--- src/rtl/operand_fetch_pkg.sv ---
// Shared core definitions for the operand fetch stage: widths and FSM encoding.
package operand_fetch_pkg;

  localparam int DATA_W = 32;
  localparam int ADDR_W = 5;
  localparam int TAG_W  = 8;

  typedef enum logic [1:0] {
    IDLE    = 2'd0,
    READ    = 2'd1,
    CAPTURE = 2'd2,
    HOLD    = 2'd3
  } state_t;

endpackage

--- src/rtl/operand_fetch.sv ---
// Operand fetch: arbitrates writeback vs decode onto a registered-read register bank,
// captures both source operands and holds them, with writeback forwarding while held.
module operand_fetch
  import operand_fetch_pkg::*;
#(
  parameter int DATA_W = operand_fetch_pkg::DATA_W,
  parameter int ADDR_W = operand_fetch_pkg::ADDR_W
) (
  input  logic              clock,
  input  logic              reset,
  input  logic              dec_valid,
  output logic              dec_ready,
  input  logic [ADDR_W-1:0] dec_rs,
  input  logic [ADDR_W-1:0] dec_rt,
  input  logic [TAG_W-1:0]  dec_tag,
  input  logic              wb_valid,
  output logic              wb_ready,
  input  logic [ADDR_W-1:0] wb_addr,
  input  logic [DATA_W-1:0] wb_data,
  output logic [ADDR_W-1:0] rf_address,
  output logic [ADDR_W-1:0] rf_addressB,
  output logic              rf_enable_write,
  output logic              rf_enable_read,
  output logic [DATA_W-1:0] rf_in_data,
  output logic [DATA_W-1:0] rf_in_dataB,
  input  logic [DATA_W-1:0] rf_out_data,
  input  logic [DATA_W-1:0] rf_out_dataB,
  output logic              op_valid,
  input  logic              op_ready,
  output logic [DATA_W-1:0] op_a,
  output logic [DATA_W-1:0] op_b,
  output logic [TAG_W-1:0]  op_tag
);

  state_t state, state_nxt;

  logic [ADDR_W-1:0] rs_p0, rt_p0;
  logic [TAG_W-1:0]  tag_p0;
  logic              wb_acc, wb_wr, dec_acc, fwd_a, fwd_b;

  // Register 0 reads as zero regardless of what the bank returns.
  function automatic logic [DATA_W-1:0] zero_if_r0(input logic [ADDR_W-1:0] idx,
                                                   input logic [DATA_W-1:0] val);
    return (idx == '0) ? '0 : val;
  endfunction

  always_ff @(posedge clock or posedge reset) begin
    if (reset) state <= IDLE;
    else       state <= state_nxt;
  end

  always_comb begin
    state_nxt = state;
    case (state)
      IDLE:    if (dec_acc) state_nxt = READ;
      READ:    state_nxt = CAPTURE;
      CAPTURE: state_nxt = HOLD;
      HOLD:    if (op_ready) state_nxt = IDLE;
    endcase
  end

  // wb_ready stays low in READ/CAPTURE so the bank read is never disturbed by a write.
  always_comb begin
    dec_ready      = 1'b0;
    wb_ready       = 1'b0;
    rf_enable_read = 1'b0;
    op_valid       = 1'b0;
    if (!reset) begin
      case (state)
        IDLE: begin
          dec_ready = !wb_valid;
          wb_ready  = 1'b1;
        end
        READ:    rf_enable_read = 1'b1;
        CAPTURE: ;
        HOLD: begin
          wb_ready = 1'b1;
          op_valid = 1'b1;
        end
      endcase
    end
  end

  assign wb_acc          = wb_valid & wb_ready;
  assign wb_wr           = wb_acc & (wb_addr != '0);
  assign dec_acc         = dec_valid & dec_ready;
  assign rf_enable_write = wb_wr;
  assign rf_address      = wb_wr ? wb_addr : rs_p0;
  assign rf_addressB     = wb_wr ? wb_addr : rt_p0;
  assign rf_in_data      = wb_data;
  assign rf_in_dataB     = wb_data;
  assign fwd_a           = wb_wr && (state == HOLD) && (wb_addr == rs_p0);
  assign fwd_b           = wb_wr && (state == HOLD) && (wb_addr == rt_p0);

  // Stage p0: decode fields latched on accept.
  always_ff @(posedge clock or posedge reset) begin
    if (reset) begin
      rs_p0  <= '0;
      rt_p0  <= '0;
      tag_p0 <= '0;
    end else if (dec_acc) begin
      rs_p0  <= dec_rs;
      rt_p0  <= dec_rt;
      tag_p0 <= dec_tag;
    end
  end

  // Operand stage: capture bank read data, then forward matching writebacks while held.
  always_ff @(posedge clock or posedge reset) begin
    if (reset) begin
      op_a   <= '0;
      op_b   <= '0;
      op_tag <= '0;
    end else if (state == CAPTURE) begin
      op_a   <= zero_if_r0(rs_p0, rf_out_data);
      op_b   <= zero_if_r0(rt_p0, rf_out_dataB);
      op_tag <= tag_p0;
    end else begin
      if (fwd_a) op_a <= wb_data;
      if (fwd_b) op_b <= wb_data;
    end
  end

endmodule

--- config.mk ---
export PLATFORM = sky130hd
export DESIGN_NAME = operand_fetch
export DESIGN_NICKNAME = d
export VERILOG_FILES = /design/src/rtl/operand_fetch_pkg.sv /design/src/rtl/operand_fetch.sv
export SDC_FILE = /design/constraint.sdc
export NUM_CORES = 1
export LEC_CHECK = 0
export CORE_AREA = 4 4 138 100
export DETAILED_ROUTE_END_ITERATION = 10
export DIE_AREA = 0 0 142 104
export PLACE_DENSITY = 0.87
export SLEW_MARGIN = 20
export SYNTH_ARGS = -nofsm -noshare
export SYNTH_HDL_FRONTEND = slang
export SYNTH_SLANG_ARGS = --single-unit
--- constraint.sdc ---
create_clock -name clock -period 7.1 [get_ports clock]
set_input_delay 0.71 -clock clock [delete_from_list [all_inputs] [get_ports clock]]
set_output_delay 0.71 -clock clock [all_outputs]
set_load 0.01 [all_outputs]
# Yosys cells after proc, flatten, opt, wreduce, memory -nomap -nowiden
# Cells that the tools add are included.
op_classes:
  eq_ne: 7
  n_mux: 19
  bitwise_logic: 3
  n_reduce_logical: 12
op_table:
  columns: ["cell", "n"]
  rows:
  - ["32-bit 2-to-1 mux", 6]
  - ["5-bit equality test", 2]
  - ["5-bit zero test", 2]
  - ["5-bit 2-to-1 mux", 2]
  - ["1-bit 2-to-1 mux", 8]
  - ["2-bit case mux with 4 select lines", 1]
  - ["5-bit nonzero test", 1]
  - ["2-bit equality test, second input constant", 2]
  - ["2-bit 2-to-1 mux", 2]
  - ["2-bit inequality test, second input constant", 2]
  - ["2-bit nonzero test", 2]
  - ["1-bit bitwise AND", 3]
  - ["1-bit logical AND", 3]
  - ["2-bit by 1-bit equality test with 1-bit output, second input constant", 1]
  - ["2-bit zero test", 1]
  - ["2-bit AND reduction", 1]
  - ["2-bit OR reduction", 1]
  - ["1-bit zero test", 1]
word_totals:
  regBits: 92
  out_inout_bits: 151
  wordCells: 48

# Longest topological paths before layout
depth:
  word_depth: 10
  ltp_mapped: 7

# Worst setup path after synthesis
# No wires, ideal clock.
synth_timing:
  path_kind: "input to output"
  startpoint: "input wb_addr[1]"
  endpoint: "output rf_addressB[3]"
  arrival_ps: 1845
  t_required_ps: 6390
  slack_ps: 4545
  path_stages: 4
  path_buffers: 1
  path_cell_list: "or4_4 -> o21ai_0 -> buf_2 -> a22o_1"
synth_via:
  elab_chain_len: 3
synth_rtl:
  columns: ["element", "line_no", "text"]
  rows:
  - ["start: declaration", "operand_fetch.sv:18", "input logic [ADDR_W-1:0] wb_addr,"]
  - ["5-bit nonzero test", "operand_fetch.sv:85", "assign wb_wr = wb_acc & (wb_addr != '0);"]
  - ["1-bit bitwise AND", "operand_fetch.sv:85", null]
  - ["5-bit 2-to-1 mux", "operand_fetch.sv:89", "assign rf_addressB = wb_wr ? wb_addr : rt_p0;"]
  - ["end: declaration", "operand_fetch.sv:21", "output logic [ADDR_W-1:0] rf_addressB,"]
# Every way passes these cells.

# Worst setup path in the final report
layout_timing:
  startpoint: "input wb_addr[1]"
  endpoint: "output rf_addressB[1]"
layout_via:
  elab_chain_len: 3
layout_rtl:
  columns: ["element", "line_no"]
  rows:
  - ["5-bit nonzero test", "operand_fetch.sv:85"]
  - ["1-bit bitwise AND", "operand_fetch.sv:85"]
  - ["5-bit 2-to-1 mux (*)", "operand_fetch.sv:89"]
# Every way passes the cells marked *; elsewhere a longest branch is shown, timed or not.

==> impl_metrics.json <==
{
  "start_kind": "primary input",
  "ioPinCount": 275,
  "path_delay_family": "buffers and inverters",
  "grt_pass1_vias": 4900,
  "cp-end-kind": "output pin",
  "synth_top_area_share_pct": 43.8,
  "dr.pass1.iters": 5,
  "drt_iter0_markers": 312,
  "multi_input_area_sq_um": 2040,
  "wl_per_cell_um": 19.1,
  "cts_made_buffers": 9,
  "crit_buf_inv": 2,
  "max_freq_ghz": 0.251,
  "h-tree-depth": 3,
  "placed_cell_area_sq_um": 7610,
  "total_power_mw": 3.17,
  "relSlewSlack_pct": 44.9,
  "place_hpwl_um": 12400,
  "clkTransAtPathRegs_ps": 70,
  "cap_violations": 0,
  "worstSkewPairLatency_ps": 330,
  "nFillCells": 958,
  "cp.depth": 6,
  "r2r_cells": 8,
  "synth.net_count": 637,
  "maxSlewViolCount": 0,
  "fp-row-count": 34,
  "hold_path.startpoint": "tag_p0[0]$_DFFE_PP0P_",
  "endpoint": "rf_addressB[1]",
  "status": "finished clean",
  "start_util_pct": 42.5,
  "post_cts.repair.setup_buffers": 0,
  "rsz0062_at_grt": "false",
  "vias": 4628,
  "irDropWorstVdd_uv": 249,
  "period_share_pct": 56.2,
  "cts_tree": "done",
  "synthAdderAreaFrac_pct": 1.19,
  "numPortBuffers": 274,
  "grt_max_degree": 75,
  "hp-class": "flop to flop",
  "ys_seq_area_share_pct": 43.8,
  "cts_resized": 0,
  "yosys.area.top_type": "dfrtp_1",
  "via_per_inst": 5.33,
  "crit_slowest_cell": "or4_4",
  "nets": 830,
  "whs_ps": 506,
  "crit_required_ps": 6390,
  "wl_um": 16600,
  "ys_seq_elements": 92,
  "clockRootBuffer": "clkbuf_16",
  "crit_start": "wb_addr[1]",
  "post-route-min-period_ps": 3990,
  "synth_cells": 508,
  "clock_sinks": 92,
  "yosys.area_share.simple_pct": 7.61,
  "area_growth_pct": 50.0,
  "final-setup-viol-count": 0,
  "fp.dieArea_sq_um": 14800,
  "r2r_slack_ps": 4010,
  "layout-drive-gt1-share_pct": 16.6,
  "hold_viol_final": 0,
  "synth_area_per_cell_sq_um": 10.4,
  "final_util_pct": 63.7,
  "synth-compound-area-share_pct": 22.1,
  "coreArea_sq_um": 12400,
  "die_h_um": 104,
  "hold_buffers": 0,
  "ctsLongestPathBuffers": 2,
  "cp_slowest_stage_delay_ps": 620,
  "final-seq-area_sq_um": 2300,
  "cp_cell_sequence": "clkdlybuf4s50_1 > or4_4 > o21ai_1 > nand2_1 > nand2_1 > clkdlybuf4s50_1",
  "yosysUniqueCellTypes": 32,
  "tightestPinTransition_ps": 827,
  "power.density_nw_per_um2": 401,
  "fin_area_sq_um": 7890,
  "worstSetupPathType": "primary input to output pin",
  "power.leakage_nw": 3.25,
  "ys_warn_count": 0,
  "ant_nets": 0,
  "cp_max_fo": 11,
  "antenna_cells": 0,
  "synth_xor_area_share_pct": 1.67,
  "crit-reg2reg-launch": "state[0]$_DFFE_PP0P_",
  "synthMuxAreaShare_pct": 5.97,
  "cp.arrival_ps": 3280,
  "skew_ps": 6.38,
  "die_w_um": 142,
  "drc_errors": 0,
  "grt.overflow.total": 0,
  "routabilityCongestion": 0.857,
  "setup_tns_ps": 0,
  "antenna_found_initial": 0,
  "syn-cell-area_sq_um": 5260,
  "grt_use_total_pct": 22.0,
  "synth_top_family_by_area": "compound AO/OA/AOI/OAI gates",
  "ys_top_cells_by_area": "dfrtp_1, o221a_2, buf_4",
  "r2r-end": "op_a[17]$_DFFE_PP0P_",
  "grt_first_pass_wirelength_um": 26300
}
## cell type report
type                            instances  area share [%]
Inverter                               70            3.36
Clock buffer                           11            3.08
Multi-Input combinational cell        247            25.9
Timing Repair Buffer                  281            35.4
Clock inverter                          5           0.460
Sequential cell                        92            29.2
Tap cell                              162            2.57
## report_power, final
group / internal, mW / total, mW / switching, mW
Sequential: 0.805 / 0.997 / 0.192
Combinational: 0.985 / 1.72 / 0.735
Clock: 0.248 / 0.449 / 0.202
## logic make-up (layout without fill, tap and decap cells)
kind of cell | after synthesis | in the layout
AO/OA/AOI/OAI | 138 | 138
AND/OR/NAND/NOR | 66 | 66
adder cells (fa/ha/maj) | 5 | 5
flip-flops | 92 | 92
XOR/XNOR | 10 | 10
multiplexers | 28 | 28
buffers and inverters | 169 | 367
## state kept, by name (all words and copies together) (netlist names)
signal / count
op_a: 32
tag_p0: 8
rs_p0: 5
op_b: 32
op_tag: 8
rt_p0: 5
state: 2
## cells in the final DEF, fill, tap and decap left out, types with 4 or more instances in the layout
cell type | netlist | routed
ha_1 | 5 | 4
a22o_1 | 4 | 4
xnor2_1 | 10 | 10
mux2_2 | 27 | 27
inv_1 | 70 | 69
a21oi_1 | 65 | 65
nand2_1 | 17 | 17
dfrtp_1 | 92 | 92
buf_4 | 64 | 7
or2_2 | 4 | 4
o221a_1 | 11 | 11
or2_1 | 30 | 30
clkdlybuf4s50_1 | 0 | 274
clkbuf_16 | 0 | 9
o221a_2 | 53 | 53
## worst min path at each step
stage | slack [ps] | cells past startpoint | end
after floorplan | 470 | 1 | tag_p0[0]$_DFFE_PP0P_
after global placement | 480 | 1 | op_tag[3]$_DFFE_PP0P_
after detailed placement | 490 | 1 | op_tag[0]$_DFFE_PP0P_
after CTS | 510 | 1 | tag_p0[0]$_DFFE_PP0P_
after global routing | 530 | 1 | op_tag[5]$_DFFE_PP0P_
final | 510 | 1 | tag_p0[0]$_DFFE_PP0P_
## per-layer routing
| layer | GRT usage (%) | vias up | share of wire, % |
|---|---|---|---|
| li1 | - | 2088 | - |
| met4 | 5.55 | 0 | 1.4 |
| met3 | 6.25 | 21 | 8.5 |
| met5 | 0 | - | 0 |
| met2 | 37.3 | 240 | 49 |
| met1 | 27.5 | 2279 | 41 |
## metrics by stage
stage / worst slack, ps / cells
6_report: 3110 / 868
5_1_grt: 3000 / 868
4_1_cts: 2850 / 868
3_5_place_dp: 2850 / 852
3_3_place_gp: 3090 / 852
2_1_floorplan: 4000 / 508
## synthesized netlist by cell type (all sizes together)
| cell type | number |
|---|---|
| and2b | 2 |
| or4 | 3 |
| nor3b | 2 |
| nor2 | 2 |
| o211ai | 1 |
| mux2 | 27 |
| o31ai | 2 |
| buf | 74 |
| xnor2 | 10 |
| nand2 | 17 |
| o2111ai | 1 |
| clkbuf | 25 |
| a21oi | 65 |
| o21ai | 1 |
| a22o | 4 |
| nand3 | 2 |
| mux2i | 1 |
| nor3 | 2 |
| or2 | 34 |
| and4bb | 1 |
| o221a | 64 |
| inv | 70 |
| ha | 5 |
| dfrtp | 92 |
| nor2b | 1 |
Power figures use the tool's default switching activity.
